### src/rtl/loader_pkg.sv
// Shared state encoding, byte-geometry constants and write-port struct for imem_loader.
// Combinational helpers only; no latency, no flow control of their own.
package loader_pkg;

  localparam int WORD_BYTES = 4;
  localparam int LEN_BYTES  = 2;
  localparam int LEN_W      = LEN_BYTES * 8;
  localparam int WORD_W     = WORD_BYTES * 8;

  typedef logic [2:0] state_t;

  localparam logic [2:0] S_IDLE  = 3'd0;
  localparam logic [2:0] S_LEN0  = 3'd1;
  localparam logic [2:0] S_LEN1  = 3'd2;
  localparam logic [2:0] S_DATA  = 3'd3;
  localparam logic [2:0] S_WRITE = 3'd4;
  localparam logic [2:0] S_CHK   = 3'd5;
  localparam logic [2:0] S_DONE  = 3'd6;
  localparam logic [2:0] S_ERR   = 3'd7;

  typedef struct packed {
    logic [31:0]       addr;
    logic [WORD_W-1:0] data;
  } imem_wr_t;

  // States in which the loader consumes stream bytes.
  function automatic logic takes_byte(input state_t s);
    return (s == S_LEN0) || (s == S_LEN1) || (s == S_DATA) || (s == S_CHK);
  endfunction

  // A session may (re)start only from a resting state.
  function automatic logic is_resting(input state_t s);
    return (s == S_IDLE) || (s == S_DONE) || (s == S_ERR);
  endfunction

endpackage

### src/rtl/word_assembler.sv
// Packs accepted stream bytes little-endian into a word; word/word_complete are combinational with the byte.
// No backpressure: packs on every byte_en, clear restarts at byte 0.
module word_assembler
  import loader_pkg::*;
(
  input  logic              clk,
  input  logic              areset,
  input  logic              clear,
  input  logic              byte_en,
  input  logic [7:0]        byte_data,
  output logic [WORD_W-1:0] word,
  output logic              word_complete
);

  localparam int IDX_W = $clog2(WORD_BYTES);

  logic [IDX_W-1:0]  idx;
  logic [WORD_W-1:0] pack;

  // The incoming byte is merged in so the finished word is usable in the same cycle.
  always_comb begin
    word = pack;
    word[{idx, 3'b000} +: 8] = byte_data;
  end

  assign word_complete = byte_en && (idx == IDX_W'(WORD_BYTES - 1));

  always_ff @(posedge clk) begin
    if (!areset || clear) begin
      idx  <= '0;
      pack <= '0;
    end else if (byte_en) begin
      idx  <= idx + 1'b1;
      pack <= word;
    end
  end

endmodule

### src/rtl/imem_loader.sv
// Loads a length-prefixed byte stream into instruction memory, one imem write per 4 bytes, core held meanwhile.
// byte_ready drops in IDLE/WRITE/DONE/ERR to stall the source; LOADER_CHECKSUM_EN adds a trailing XOR byte check.
module imem_loader
  import loader_pkg::*;
#(
  parameter int          DEPTH     = 64,
  parameter logic [31:0] BASE_ADDR = 32'h0000_0000
)
(
  input  logic        clk,
  input  logic        areset,
  input  logic        start,
  input  logic        byte_valid,
  input  logic [7:0]  byte_data,
  output logic        byte_ready,
  output logic        imem_we,
  output logic [31:0] imem_addr,
  output logic [31:0] imem_wdata,
  output logic        core_hold,
  output logic        done,
  output logic        err
);

  typedef logic [LEN_W:0] len_ext_t;
  localparam len_ext_t DEPTH_EXT = len_ext_t'(DEPTH);

`ifdef LOADER_CHECKSUM_EN
  localparam state_t S_TAIL = S_CHK;
`else
  localparam state_t S_TAIL = S_DONE;
`endif

  state_t            state;
  logic [LEN_W-1:0]  len;
  logic [LEN_W-1:0]  len_next;
  logic [LEN_W-1:0]  word_cnt;
  imem_wr_t          wr;
  logic              xfer;
  logic              session_clear;
  logic              asm_complete;
  logic [WORD_W-1:0] asm_word;
`ifdef LOADER_CHECKSUM_EN
  logic [7:0]        chk;
`endif

  assign byte_ready    = takes_byte(state);
  assign xfer          = byte_valid && byte_ready;
  assign session_clear = start && is_resting(state);
  assign len_next      = {byte_data, len[7:0]};

  assign imem_we    = (state == S_WRITE);
  assign imem_addr  = wr.addr;
  assign imem_wdata = wr.data;
  assign core_hold  = !((state == S_IDLE) || (state == S_DONE));
  assign done       = (state == S_DONE);
  assign err        = (state == S_ERR);

  word_assembler u_asm (
    .clk           (clk),
    .areset        (areset),
    .clear         (session_clear),
    .byte_en       (xfer && (state == S_DATA)),
    .byte_data     (byte_data),
    .word          (asm_word),
    .word_complete (asm_complete)
  );

  always_ff @(posedge clk) begin
    if (!areset) begin
      state    <= S_IDLE;
      len      <= '0;
      word_cnt <= '0;
      wr.addr  <= BASE_ADDR;
      wr.data  <= '0;
`ifdef LOADER_CHECKSUM_EN
      chk      <= '0;
`endif
    end else begin
      case (state)
        S_IDLE, S_DONE, S_ERR: begin
          if (start) begin
            state    <= S_LEN0;
            len      <= '0;
            word_cnt <= '0;
`ifdef LOADER_CHECKSUM_EN
            chk      <= '0;
`endif
          end
        end
        S_LEN0: begin
          if (xfer) begin
            len[7:0] <= byte_data;
            state    <= S_LEN1;
          end
        end
        S_LEN1: begin
          if (xfer) begin
            len <= len_next;
            if (len_next == '0)
              state <= S_TAIL;
            else if ({1'b0, len_next} > DEPTH_EXT)
              state <= S_ERR;
            else
              state <= S_DATA;
          end
        end
        S_DATA: begin
          if (xfer) begin
`ifdef LOADER_CHECKSUM_EN
            chk <= chk ^ byte_data;
`endif
            // Address and data are latched here so they sit stable for the whole WRITE cycle.
            if (asm_complete) begin
              wr.addr <= BASE_ADDR + 32'({word_cnt, 2'b00});
              wr.data <= asm_word;
              state   <= S_WRITE;
            end
          end
        end
        S_WRITE: begin
          word_cnt <= word_cnt + 1'b1;
          state    <= ((word_cnt + 1'b1) < len) ? S_DATA : S_TAIL;
        end
        S_CHK: begin
`ifdef LOADER_CHECKSUM_EN
          if (xfer)
            state <= (byte_data == chk) ? S_DONE : S_ERR;
`else
          state <= S_IDLE;
`endif
        end
        default: state <= S_IDLE;
      endcase
    end
  end

endmodule

### config.mk
export PLATFORM = sky130hd
export DESIGN_NAME = imem_loader
export DESIGN_NICKNAME = d
export VERILOG_FILES = /design/src/rtl/loader_pkg.sv /design/src/rtl/word_assembler.sv /design/src/rtl/imem_loader.sv
export SDC_FILE = /design/constraint.sdc
export NUM_CORES = 1
export LEC_CHECK = 0
export BUFFER_PORTS_ARGS = -buffer_cell sky130_fd_sc_hd__buf_2
export CORE_UTILIZATION = 59
export CTS_BUF_LIST = sky130_fd_sc_hd__clkbuf_4 sky130_fd_sc_hd__clkbuf_8
export DETAILED_ROUTE_END_ITERATION = 8
export GPL_ROUTABILITY_DRIVEN = 1
export PLACE_DENSITY = 0.82
export SLEW_MARGIN = 10
export SYNTH_ARGS = -nofsm -noshare
export SYNTH_HDL_FRONTEND = slang
export SYNTH_SLANG_ARGS = --single-unit
### constraint.sdc
create_clock -name clk -period 3.9 [get_ports clk]
set_clock_uncertainty 0.15 [all_clocks]
set_input_delay 0.585 -clock clk [delete_from_list [all_inputs] [get_ports clk]]
set_output_delay 0.585 -clock clk [all_outputs]
set_load 0.03 [all_outputs]
==> results of run 1 <==
==> per-layer routing <==
| layer | GRT usage, % | up-vias | wire [um] |
|---|---|---|---|
| li1 | - | 2332 | - |
| met1 | 32.56 | 2207 | 5452 |
| met2 | 43.66 | 163 | 5930 |
| met3 | 5.674 | 43 | 600 |
| met4 | 13.55 | 0 | 530 |
| met5 | 0 | - | 0 |
==> worst max-delay path: cells and delay by family, from the launching register on <==
family                   cells  cell delay, ns
AND/OR/NAND/NOR              3            0.98
AO/OA/AOI/OAI                4            0.92
adder cells (fa/ha/maj)      2            0.53
flip-flops                   1            0.45
XOR/XNOR                     1            0.19
==> power groups by stage <==
| stage | Clock (mW) | Sequential (mW) | Combinational [mW] |
|---|---|---|---|
| floorplan | 0 | 1.15 | 0.151 |
| detailed placement | 0 | 1.16 | 0.178 |
| finish | 0.756 | 1.13 | 0.182 |
| global route | 0.808 | 1.13 | 0.198 |
| global placement | 0 | 1.16 | 0.174 |
| CTS | 0.767 | 1.13 | 0.179 |
==> through the flow <==
| step | hold WS, ns | util (%) | instance area (um2) |
|---|---|---|---|
| CTS | 0.3201 | 67.56 | 6007 |
| detailed placement | 0.3052 | 65.04 | 5783 |
| floorplan | 0.2985 | - | 5575 |
| finish | 0.3164 | 67.56 | 6007 |
| global route | 0.3490 | 67.56 | 6007 |
| global placement | 0.2999 | 65.04 | 5783 |
==> worst paths after layout <==
path	start	endpoint	depth (start not counted)
hold / removal	imem_addr[15]$_SDFFE_PN0P_	imem_addr[15]$_SDFFE_PN0P_	2
setup / recovery	word_cnt[0]$_SDFFE_PN0P_	state[0]$_SDFFE_PN0P_	10
hold reg to reg	imem_addr[15]$_SDFFE_PN0P_	imem_addr[15]$_SDFFE_PN0P_	2
setup reg to reg	word_cnt[0]$_SDFFE_PN0P_	state[0]$_SDFFE_PN0P_	10
==> cell type report <==
class | instances | area share [%]
Inverter | 25 | 1.562
Tap cell | 108 | 2.250
Clock buffer | 10 | 2.291
Multi-Input combinational cell | 485 | 50.05
Sequential cell | 109 | 36.33
Timing Repair Buffer | 70 | 6.082
Clock inverter | 6 | 1.437
==> logic make-up (layout without fill, tap and decap cells) <==
kind of cell	after synthesis	after routing	share of synthesized area, %
AND/OR/NAND/NOR	253	253	22.51
AO/OA/AOI/OAI	176	176	22.97
flip-flops	109	109	39.54
buffers and inverters	82	111	7.028
adder cells (fa/ha/maj)	22	22	4.987
XOR/XNOR	16	16	2.539
multiplexers	2	2	0.3627
other	1	16	0.06795
==> registers in the layout, indices dropped and copies added, names as in the netlist <==
| name | flops |
|---|---|
| state | 3 |
| imem_wdata | 32 |
| word_cnt | 16 |
| len | 16 |
| u_asm.pack | 24 |
| u_asm.idx | 2 |
| imem_addr | 16 |
==> cell usage in the layout (no fill, tap or decap), drive strengths merged, types with 22 or more instances in the layout <==
master / n
buf: 70
dfxtp: 109
nand2: 95
a21boi: 43
nor2: 54
ha: 22
inv: 29
a21oi: 33
nor2b: 29
a211oi: 25
o211a: 25
==> impl_metrics.xml, run 1 <==
<?xml version="1.0" encoding="UTF-8"?>
<metrics>
  <group name="layout">
    <metric name="nNetsFinal" unit="">734</metric>
    <metric name="final_layout_size_suffix_gt1_share" unit="%">13.33</metric>
    <metric name="areaGrowthSynthToFinish" unit="%">8.842</metric>
    <metric name="combined_area_of_the_multi_input_logic_cells" unit="um2">3007</metric>
    <metric name="finish.cell_count_without_fillers" unit="">813</metric>
    <metric name="register_area" unit="um2">2182</metric>
    <metric name="diodes_inserted" unit="">0</metric>
    <metric name="fillerInstances" unit="">748</metric>
  </group>
  <group name="place">
    <metric name="preCtsSetupSlack" unit="ns">0.6666</metric>
    <metric name="place_hpwl" unit="um">8650</metric>
    <metric name="port-buffer-count" unit="">64</metric>
    <metric name="gp_congestion" unit="">0.8977</metric>
    <metric name="placed_instance_count" unit="">797</metric>
  </group>
  <group name="timing">
    <metric name="relSlewSlack" unit="%">24.49</metric>
    <metric name="timing.fmax" unit="MHz">304.3</metric>
    <metric name="slew_violations" unit="">0</metric>
    <metric name="post-route-worst-setup-slack" unit="ns">0.6133</metric>
    <metric name="report.final.setup_viol" unit="">0</metric>
    <metric name="unrepaired_setup_endpoints_after_global_routing" unit="">no</metric>
    <metric name="post-route-period-util" unit="%">84.27</metric>
    <metric name="worstMarginPinSlew" unit="ns">1.125</metric>
    <metric name="final_sum_of_negative_setup_slack" unit="ns">0</metric>
    <metric name="hold_viol_final" unit="">0</metric>
    <metric name="final.min_clock_period" unit="ns">3.287</metric>
  </group>
  <group name="clock_tree">
    <metric name="cts-resized-gates" unit="">0</metric>
    <metric name="cts_setup_buffers" unit="">0</metric>
    <metric name="cts.sinks" unit="">109</metric>
    <metric name="ctsRootBufferMaster" unit="">sky130_fd_sc_hd__clkbuf_8</metric>
    <metric name="numCtsBuffers" unit="">9</metric>
    <metric name="clock_tree_from_tritoncts" unit="">yes</metric>
    <metric name="clk_path_buf_depth" unit="">2</metric>
    <metric name="clock_slew_at_the_register_clock_pins_of_the_worst_setup_and_hold_paths" unit="ns">0.11</metric>
    <metric name="htreeDepth" unit="">3</metric>
    <metric name="clk_latency" unit="ns">0.39</metric>
    <metric name="cts.hold.buffers_added" unit="">0</metric>
  </group>
  <group name="global_routing">
    <metric name="leftover_overflow_at_the_end_of_global_routing" unit="">0</metric>
    <metric name="antenna_found_initial" unit="">0</metric>
    <metric name="grt_util_all_layers" unit="%">26.41</metric>
    <metric name="largest_net_degree_at_the_start_of_global_routing" unit="">56</metric>
    <metric name="first_global_vias" unit="">4358</metric>
    <metric name="grt_pass1_wl" unit="um">20560</metric>
  </group>
  <group name="critical_path">
    <metric name="cp_cell_sequence" unit="">ha_1, nand3_1, or4_4, nor2_1, xor2_1, ha_1, a21o_1, a221o_1, a211oi_1, o211a_1</metric>
    <metric name="critPathMostFrequentCell" unit="">sky130_fd_sc_hd__ha_1</metric>
    <metric name="critical-path-slowest-cell" unit="">sky130_fd_sc_hd__or4_4</metric>
    <metric name="timing.reg2reg.setup_slack" unit="ns">0.61</metric>
    <metric name="endpoint_kind" unit="">register</metric>
    <metric name="arrival" unit="ns">3.47</metric>
    <metric name="startpoint_type" unit="">register</metric>
    <metric name="cp_slowest_stage_delay" unit="ns">0.58</metric>
    <metric name="timing.critical_path.required" unit="ns">4.08</metric>
    <metric name="category_of_the_critical_setup_timing_path" unit="">reg2reg</metric>
    <metric name="cp_max_fo" unit="">7</metric>
  </group>
  <group name="status">
    <metric name="outcome" unit="">completed</metric>
  </group>
  <group name="power">
    <metric name="ir_worst_vdd" unit="mV">0.2304</metric>
    <metric name="clock_power_share" unit="%">36.5</metric>
    <metric name="power_density" unit="nW/um2">344.8</metric>
    <metric name="total_power" unit="mW">2.071</metric>
    <metric name="power_report.internal_total" unit="mW">1.503</metric>
    <metric name="power.share.sequential" unit="%">54.7</metric>
    <metric name="switching_power" unit="mW">0.5682</metric>
    <metric name="total_leakage_power" unit="nW">2.710</metric>
    <metric name="switching_share" unit="%">27.43</metric>
    <metric name="pwr-share-comb" unit="%">8.8</metric>
  </group>
  <group name="yosys">
    <metric name="synthesis.area_per_instance" unit="um2">8.350</metric>
    <metric name="ys_seq_area_share" unit="%">39.54</metric>
    <metric name="synth.most_common_cell" unit="">sky130_fd_sc_hd__dfxtp_1</metric>
    <metric name="synth_seq_cells" unit="">109</metric>
    <metric name="synth_common_cells" unit="">109 x sky130_fd_sc_hd__dfxtp_1, 95 x sky130_fd_sc_hd__nand2_1, 54 x sky130_fd_sc_hd__nor2_1</metric>
    <metric name="netlist-cell-type-count" unit="">53</metric>
    <metric name="netlist_top_cells_area" unit="">sky130_fd_sc_hd__dfxtp_1 40%, sky130_fd_sc_hd__nand2_1 6.5%, sky130_fd_sc_hd__a21boi_0 5.7%</metric>
    <metric name="synth_enable_flop_cells" unit="">0</metric>
    <metric name="syn_inst" unit="">661</metric>
    <metric name="yosys_top_cell_area_share" unit="%">39.54</metric>
    <metric name="asyncSetResetFlopFracSynth" unit="%">0</metric>
    <metric name="yosys_most_used_dff" unit="">sky130_fd_sc_hd__dfxtp_1</metric>
    <metric name="synth_largest_area_cell" unit="">sky130_fd_sc_hd__dfxtp_1</metric>
    <metric name="post_synth_instance_area" unit="um2">5519</metric>
    <metric name="yosys_warnings" unit="">0</metric>
  </group>
  <group name="run">
    <metric name="timing.max_cap.violations" unit="">0</metric>
  </group>
  <group name="die">
    <metric name="placementRows" unit="">34</metric>
    <metric name="floorplan_die_area" unit="um2">9745</metric>
    <metric name="die_x" unit="um">98.72</metric>
    <metric name="initial_utilization" unit="%">62.07</metric>
    <metric name="floorplan.io_pins" unit="">81</metric>
    <metric name="die_y" unit="um">98.72</metric>
    <metric name="floorplan.core_area" unit="um2">8891</metric>
  </group>
  <group name="drt">
    <metric name="ant_nets" unit="">0</metric>
    <metric name="postRouteWirelength" unit="um">12510</metric>
    <metric name="detailedRoute.firstPassIterationCount" unit="">5</metric>
    <metric name="dr_total_vias" unit="">4745</metric>
    <metric name="route.detailed.vias_per_inst" unit="">5.836</metric>
    <metric name="drc_errors" unit="">0</metric>
    <metric name="routedWlPerCell" unit="um">15.39</metric>
    <metric name="first_iter_violations" unit="">237</metric>
  </group>
  <group name="hold_path">
    <metric name="hold_path.class" unit="">reg2reg</metric>
  </group>
</metrics>
Note: power is estimated with default switching activity, not from simulation.
==> run 2: changes to the inputs <==
--- a/config.mk
+++ b/config.mk
@@ -5,12 +5,13 @@
 export SDC_FILE = /design/constraint.sdc
 export NUM_CORES = 1
 export LEC_CHECK = 0
+export ABC_AREA = 1
 export BUFFER_PORTS_ARGS = -buffer_cell sky130_fd_sc_hd__buf_2
-export CORE_UTILIZATION = 59
+export CORE_UTILIZATION = 53
 export CTS_BUF_LIST = sky130_fd_sc_hd__clkbuf_4 sky130_fd_sc_hd__clkbuf_8
 export DETAILED_ROUTE_END_ITERATION = 8
 export GPL_ROUTABILITY_DRIVEN = 1
-export PLACE_DENSITY = 0.82
+export PLACE_DENSITY = 0.78
 export SLEW_MARGIN = 10
 export SYNTH_ARGS = -nofsm -noshare
 export SYNTH_HDL_FRONTEND = slang
==> constraint.sdc (replaced) <==
create_clock -name clk -period 2.7 [get_ports clk]
set_clock_uncertainty 0.15 [all_clocks]
set_input_delay 0.405 -clock clk [delete_from_list [all_inputs] [get_ports clk]]
set_output_delay 0.405 -clock clk [all_outputs]
set_load 0.03 [all_outputs]
==> run 2 against run 1 <==
  * Design area down 0.29%
  * Die area up 6.7%
  * Global-route usage up 0.18 points
  * Synthesized cell count up 8.6%
  * Routed wire length up 6.8%
  * Via count up 2.9%
  * Sequential power up 54%
  * Core utilization down 6.0 points
  * First-iteration DRC count down 4.2%
  * Flip-flop and latch count unchanged
  * Critical path type unchanged
==> impl_metrics.xml, run 2 <==
<?xml version="1.0" encoding="UTF-8"?>
<metrics>
  <group name="timing">
    <metric name="report.final.setup_viol" unit="">0</metric>
    <metric name="relSlewSlack" unit="%">49.72</metric>
    <metric name="worstMarginPinSlew" unit="ns">0.7541</metric>
    <metric name="hold_viol_final" unit="">0</metric>
    <metric name="post-route-period-util" unit="%">94.96</metric>
    <metric name="timing.fmax" unit="MHz">390.0</metric>
    <metric name="final.min_clock_period" unit="ns">2.564</metric>
    <metric name="slew_violations" unit="">0</metric>
    <metric name="final_sum_of_negative_setup_slack" unit="ns">0</metric>
  </group>
  <group name="layout">
    <metric name="areaGrowthSynthToFinish" unit="%">13.09</metric>
    <metric name="layout.cells.most_common" unit="">sky130_fd_sc_hd__dfxtp_1</metric>
    <metric name="layout.cells.most_common_list" unit="">103 x sky130_fd_sc_hd__dfxtp_1, 98 x sky130_fd_sc_hd__nand2_1, 92 x sky130_fd_sc_hd__nor2_1</metric>
    <metric name="nNetsFinal" unit="">805</metric>
    <metric name="diodes_inserted" unit="">0</metric>
    <metric name="final_layout_size_suffix_gt1_share" unit="%">17.78</metric>
    <metric name="finalInstanceArea" unit="um2">5989</metric>
    <metric name="finish.cell_count_without_fillers" unit="">909</metric>
    <metric name="largest_reg_flops" unit="">32</metric>
  </group>
  <group name="yosys">
    <metric name="synth_enable_flop_cells" unit="">0</metric>
    <metric name="syn_inst" unit="">718</metric>
    <metric name="post_synth_instance_area" unit="um2">5296</metric>
    <metric name="netlist_top_cells_area" unit="">sky130_fd_sc_hd__dfxtp_1 41%, sky130_fd_sc_hd__a21oi_1 8.6%, sky130_fd_sc_hd__o21ai_0 7.2%</metric>
    <metric name="asyncSetResetFlopFracSynth" unit="%">0</metric>
    <metric name="synth.most_common_cell" unit="">sky130_fd_sc_hd__dfxtp_1</metric>
    <metric name="ys_seq_area_share" unit="%">41.20</metric>
    <metric name="synthesis.area_per_instance" unit="um2">7.377</metric>
    <metric name="synth_seq_cells" unit="">109</metric>
    <metric name="yosys_top_cell_area_share" unit="%">41.20</metric>
    <metric name="synth_largest_area_cell" unit="">sky130_fd_sc_hd__dfxtp_1</metric>
    <metric name="synth_common_cells" unit="">109 x sky130_fd_sc_hd__dfxtp_1, 99 x sky130_fd_sc_hd__nand2_1, 95 x sky130_fd_sc_hd__nor2_1</metric>
    <metric name="yosys_warnings" unit="">0</metric>
    <metric name="netlist-cell-type-count" unit="">42</metric>
    <metric name="yosys_most_used_dff" unit="">sky130_fd_sc_hd__dfxtp_1</metric>
  </group>
  <group name="drt">
    <metric name="route.detailed.vias_per_inst" unit="">5.371</metric>
    <metric name="postRouteWirelength" unit="um">13360</metric>
    <metric name="first_iter_violations" unit="">227</metric>
    <metric name="ant_nets" unit="">0</metric>
    <metric name="drc_errors" unit="">0</metric>
    <metric name="detailedRoute.firstPassIterationCount" unit="">5</metric>
    <metric name="dr_total_vias" unit="">4882</metric>
    <metric name="routedWlPerCell" unit="um">14.70</metric>
  </group>
  <group name="die">
    <metric name="die_y" unit="um">102.0</metric>
    <metric name="initial_utilization" unit="%">54.44</metric>
    <metric name="die_x" unit="um">102.0</metric>
    <metric name="floorplan.core_area" unit="um2">9729</metric>
    <metric name="placementRows" unit="">36</metric>
    <metric name="floorplan.io_pins" unit="">81</metric>
    <metric name="floorplan_die_area" unit="um2">10400</metric>
  </group>
  <group name="global_routing">
    <metric name="largest_net_degree_at_the_start_of_global_routing" unit="">61</metric>
    <metric name="leftover_overflow_at_the_end_of_global_routing" unit="">0</metric>
    <metric name="first_global_vias" unit="">4451</metric>
    <metric name="antenna_found_initial" unit="">0</metric>
    <metric name="grt_util_all_layers" unit="%">26.59</metric>
    <metric name="grt_pass1_wl" unit="um">21130</metric>
  </group>
  <group name="clock_tree">
    <metric name="cts.hold.buffers_added" unit="">0</metric>
    <metric name="clk_path_buf_depth" unit="">2</metric>
    <metric name="htreeDepth" unit="">3</metric>
    <metric name="cts.sinks" unit="">109</metric>
    <metric name="numCtsBuffers" unit="">9</metric>
    <metric name="clk_latency" unit="ns">0.38</metric>
    <metric name="ctsRootBufferMaster" unit="">sky130_fd_sc_hd__clkbuf_8</metric>
    <metric name="clock_slew_at_the_register_clock_pins_of_the_worst_setup_and_hold_paths" unit="ns">0.11</metric>
    <metric name="clock_tree_from_tritoncts" unit="">yes</metric>
  </group>
  <group name="place">
    <metric name="placed_instance_count" unit="">888</metric>
    <metric name="place_hpwl" unit="um">9472</metric>
    <metric name="placedInstanceArea" unit="um2">5639</metric>
    <metric name="gp_congestion" unit="">0.9039</metric>
    <metric name="port-buffer-count" unit="">64</metric>
  </group>
  <group name="power">
    <metric name="pwr-share-comb" unit="%">22.6</metric>
    <metric name="ir_worst_vdd" unit="mV">0.3479</metric>
    <metric name="power_density" unit="nW/um2">598.2</metric>
    <metric name="power.share.sequential" unit="%">48.6</metric>
    <metric name="total_power" unit="mW">3.583</metric>
    <metric name="switching_power" unit="mW">1.202</metric>
    <metric name="switching_share" unit="%">33.56</metric>
    <metric name="clock_power_share" unit="%">28.9</metric>
    <metric name="power_report.internal_total" unit="mW">2.380</metric>
    <metric name="total_leakage_power" unit="nW">2.617</metric>
  </group>
  <group name="critical_path">
    <metric name="cp_max_fo" unit="">4</metric>
    <metric name="timing.reg2reg.worst_path_depth" unit="">16</metric>
    <metric name="arrival" unit="ns">2.73</metric>
    <metric name="endpoint_kind" unit="">register</metric>
    <metric name="end_of_the_worst_register_to_register_path" unit="">state[2]$_SDFFE_PN0P_</metric>
    <metric name="category_of_the_critical_setup_timing_path" unit="">reg2reg</metric>
    <metric name="startpoint_type" unit="">register</metric>
    <metric name="timing.reg2reg.setup_slack" unit="ns">0.14</metric>
    <metric name="timing.critical_path.required" unit="ns">2.87</metric>
    <metric name="r2r_start" unit="">word_cnt[0]$_SDFFE_PN0P_</metric>
  </group>
  <group name="hold_path">
    <metric name="min_to" unit="">u_asm.idx[1]$_SDFFE_PP0P_</metric>
    <metric name="hold_path.class" unit="">in2reg</metric>
    <metric name="min-delay-start" unit="">start</metric>
    <metric name="min_delay_path_depth" unit="">4</metric>
  </group>
  <group name="status">
    <metric name="outcome" unit="">completed</metric>
  </group>
  <group name="run">
    <metric name="timing.max_cap.violations" unit="">0</metric>
  </group>
</metrics>
## run 2: stage by stage
stage / hold WS (ns) / setup slack, ns / util [%]
3_5_place_dp: 0.2926 / 0.03687 / 57.96
4_1_cts: 0.2041 / 0.02238 / 60.11
5_1_grt: 0.2246 / -0.04049 / 61.56
6_report: 0.2203 / 0.1362 / 61.56
3_3_place_gp: 0.2837 / 0.1358 / 57.96
2_1_floorplan: 0.2739 / 0.2695 / -
## run 2: area by class of cell
class,instances,area (um2)
Clock inverter,7,85.08
Clock buffer,9,123.9
Timing Repair Buffer,79,432.9
Fill cell,913,3740
Sequential cell,109,2197
Tap cell,133,166.4
Inverter,78,292.8
Multi-Input combinational cell,494,2691
## run 2: worst max-delay path by stage
stage	from	end	slack (ns)	cells past startpoint
after floorplan	word_cnt[0]$_SDFFE_PN0P_	state[2]$_SDFFE_PN0P_	0.27	16
after global placement	word_cnt[2]$_SDFFE_PN0P_	state[2]$_SDFFE_PN0P_	0.14	16
after detailed placement	word_cnt[2]$_SDFFE_PN0P_	state[2]$_SDFFE_PN0P_	0.04	16
after CTS	word_cnt[2]$_SDFFE_PN0P_	state[2]$_SDFFE_PN0P_	0.02	16
after global routing	word_cnt[0]$_SDFFE_PN0P_	state[2]$_SDFFE_PN0P_	-0.04	16
final	word_cnt[0]$_SDFFE_PN0P_	state[2]$_SDFFE_PN0P_	0.14	16
## run 2: repair_timing
action                                  4_1_cts  5_1_grt
endpoints found under the setup margin        0        2
buffers inserted                              0        5
resized for setup                             0       27
## run 2: kinds of logic (layout without fill, tap and decap cells)
kind of cell | Yosys count | after routing | share of synthesized area [%]
simple gates | 241 | 241 | 19.58
compound gates | 203 | 203 | 21.24
buf+inv | 130 | 173 | 10.73
flops | 109 | 109 | 41.20
fa+ha+maj | 22 | 22 | 5.197
xor+xnor | 12 | 12 | 1.984
other cells | 1 | 16 | 0.07080
## run 2: worst max-delay path: stages, from the launching register on
cell                      delay (ns)
sky130_fd_sc_hd__dfxtp_4        0.39
sky130_fd_sc_hd__ha_4           0.14
sky130_fd_sc_hd__nand2_1        0.06
sky130_fd_sc_hd__nor2_2         0.15
sky130_fd_sc_hd__nand3_2        0.15
sky130_fd_sc_hd__nor4_4         0.28
sky130_fd_sc_hd__nand2_1        0.10
sky130_fd_sc_hd__and2_4         0.17
sky130_fd_sc_hd__ha_4           0.26
sky130_fd_sc_hd__nand4_1        0.09
sky130_fd_sc_hd__a21oi_1        0.15
sky130_fd_sc_hd__nor2_1         0.09
sky130_fd_sc_hd__nand2_1        0.06
sky130_fd_sc_hd__nand2_1        0.04
sky130_fd_sc_hd__nand2_1        0.07
sky130_fd_sc_hd__nand2_1        0.05
sky130_fd_sc_hd__a21oi_1        0.10
## run 2: power groups by stage
stage	logic [mW]	registers [mW]	clock network, mW
2_1_floorplan	0.662	1.77	0
3_3_place_gp	0.765	1.78	0
3_5_place_dp	0.794	1.78	0
4_1_cts	0.798	1.74	1.05
5_1_grt	0.916	1.75	1.12
6_report	0.808	1.74	1.03
## run 2: layer usage
layer / global-route usage, % / wire [um]
met1: 31.27 / 5593
met5: 0 / 0
met2: 47.08 / 6807
met4: 9.341 / 313
met3: 6.430 / 650
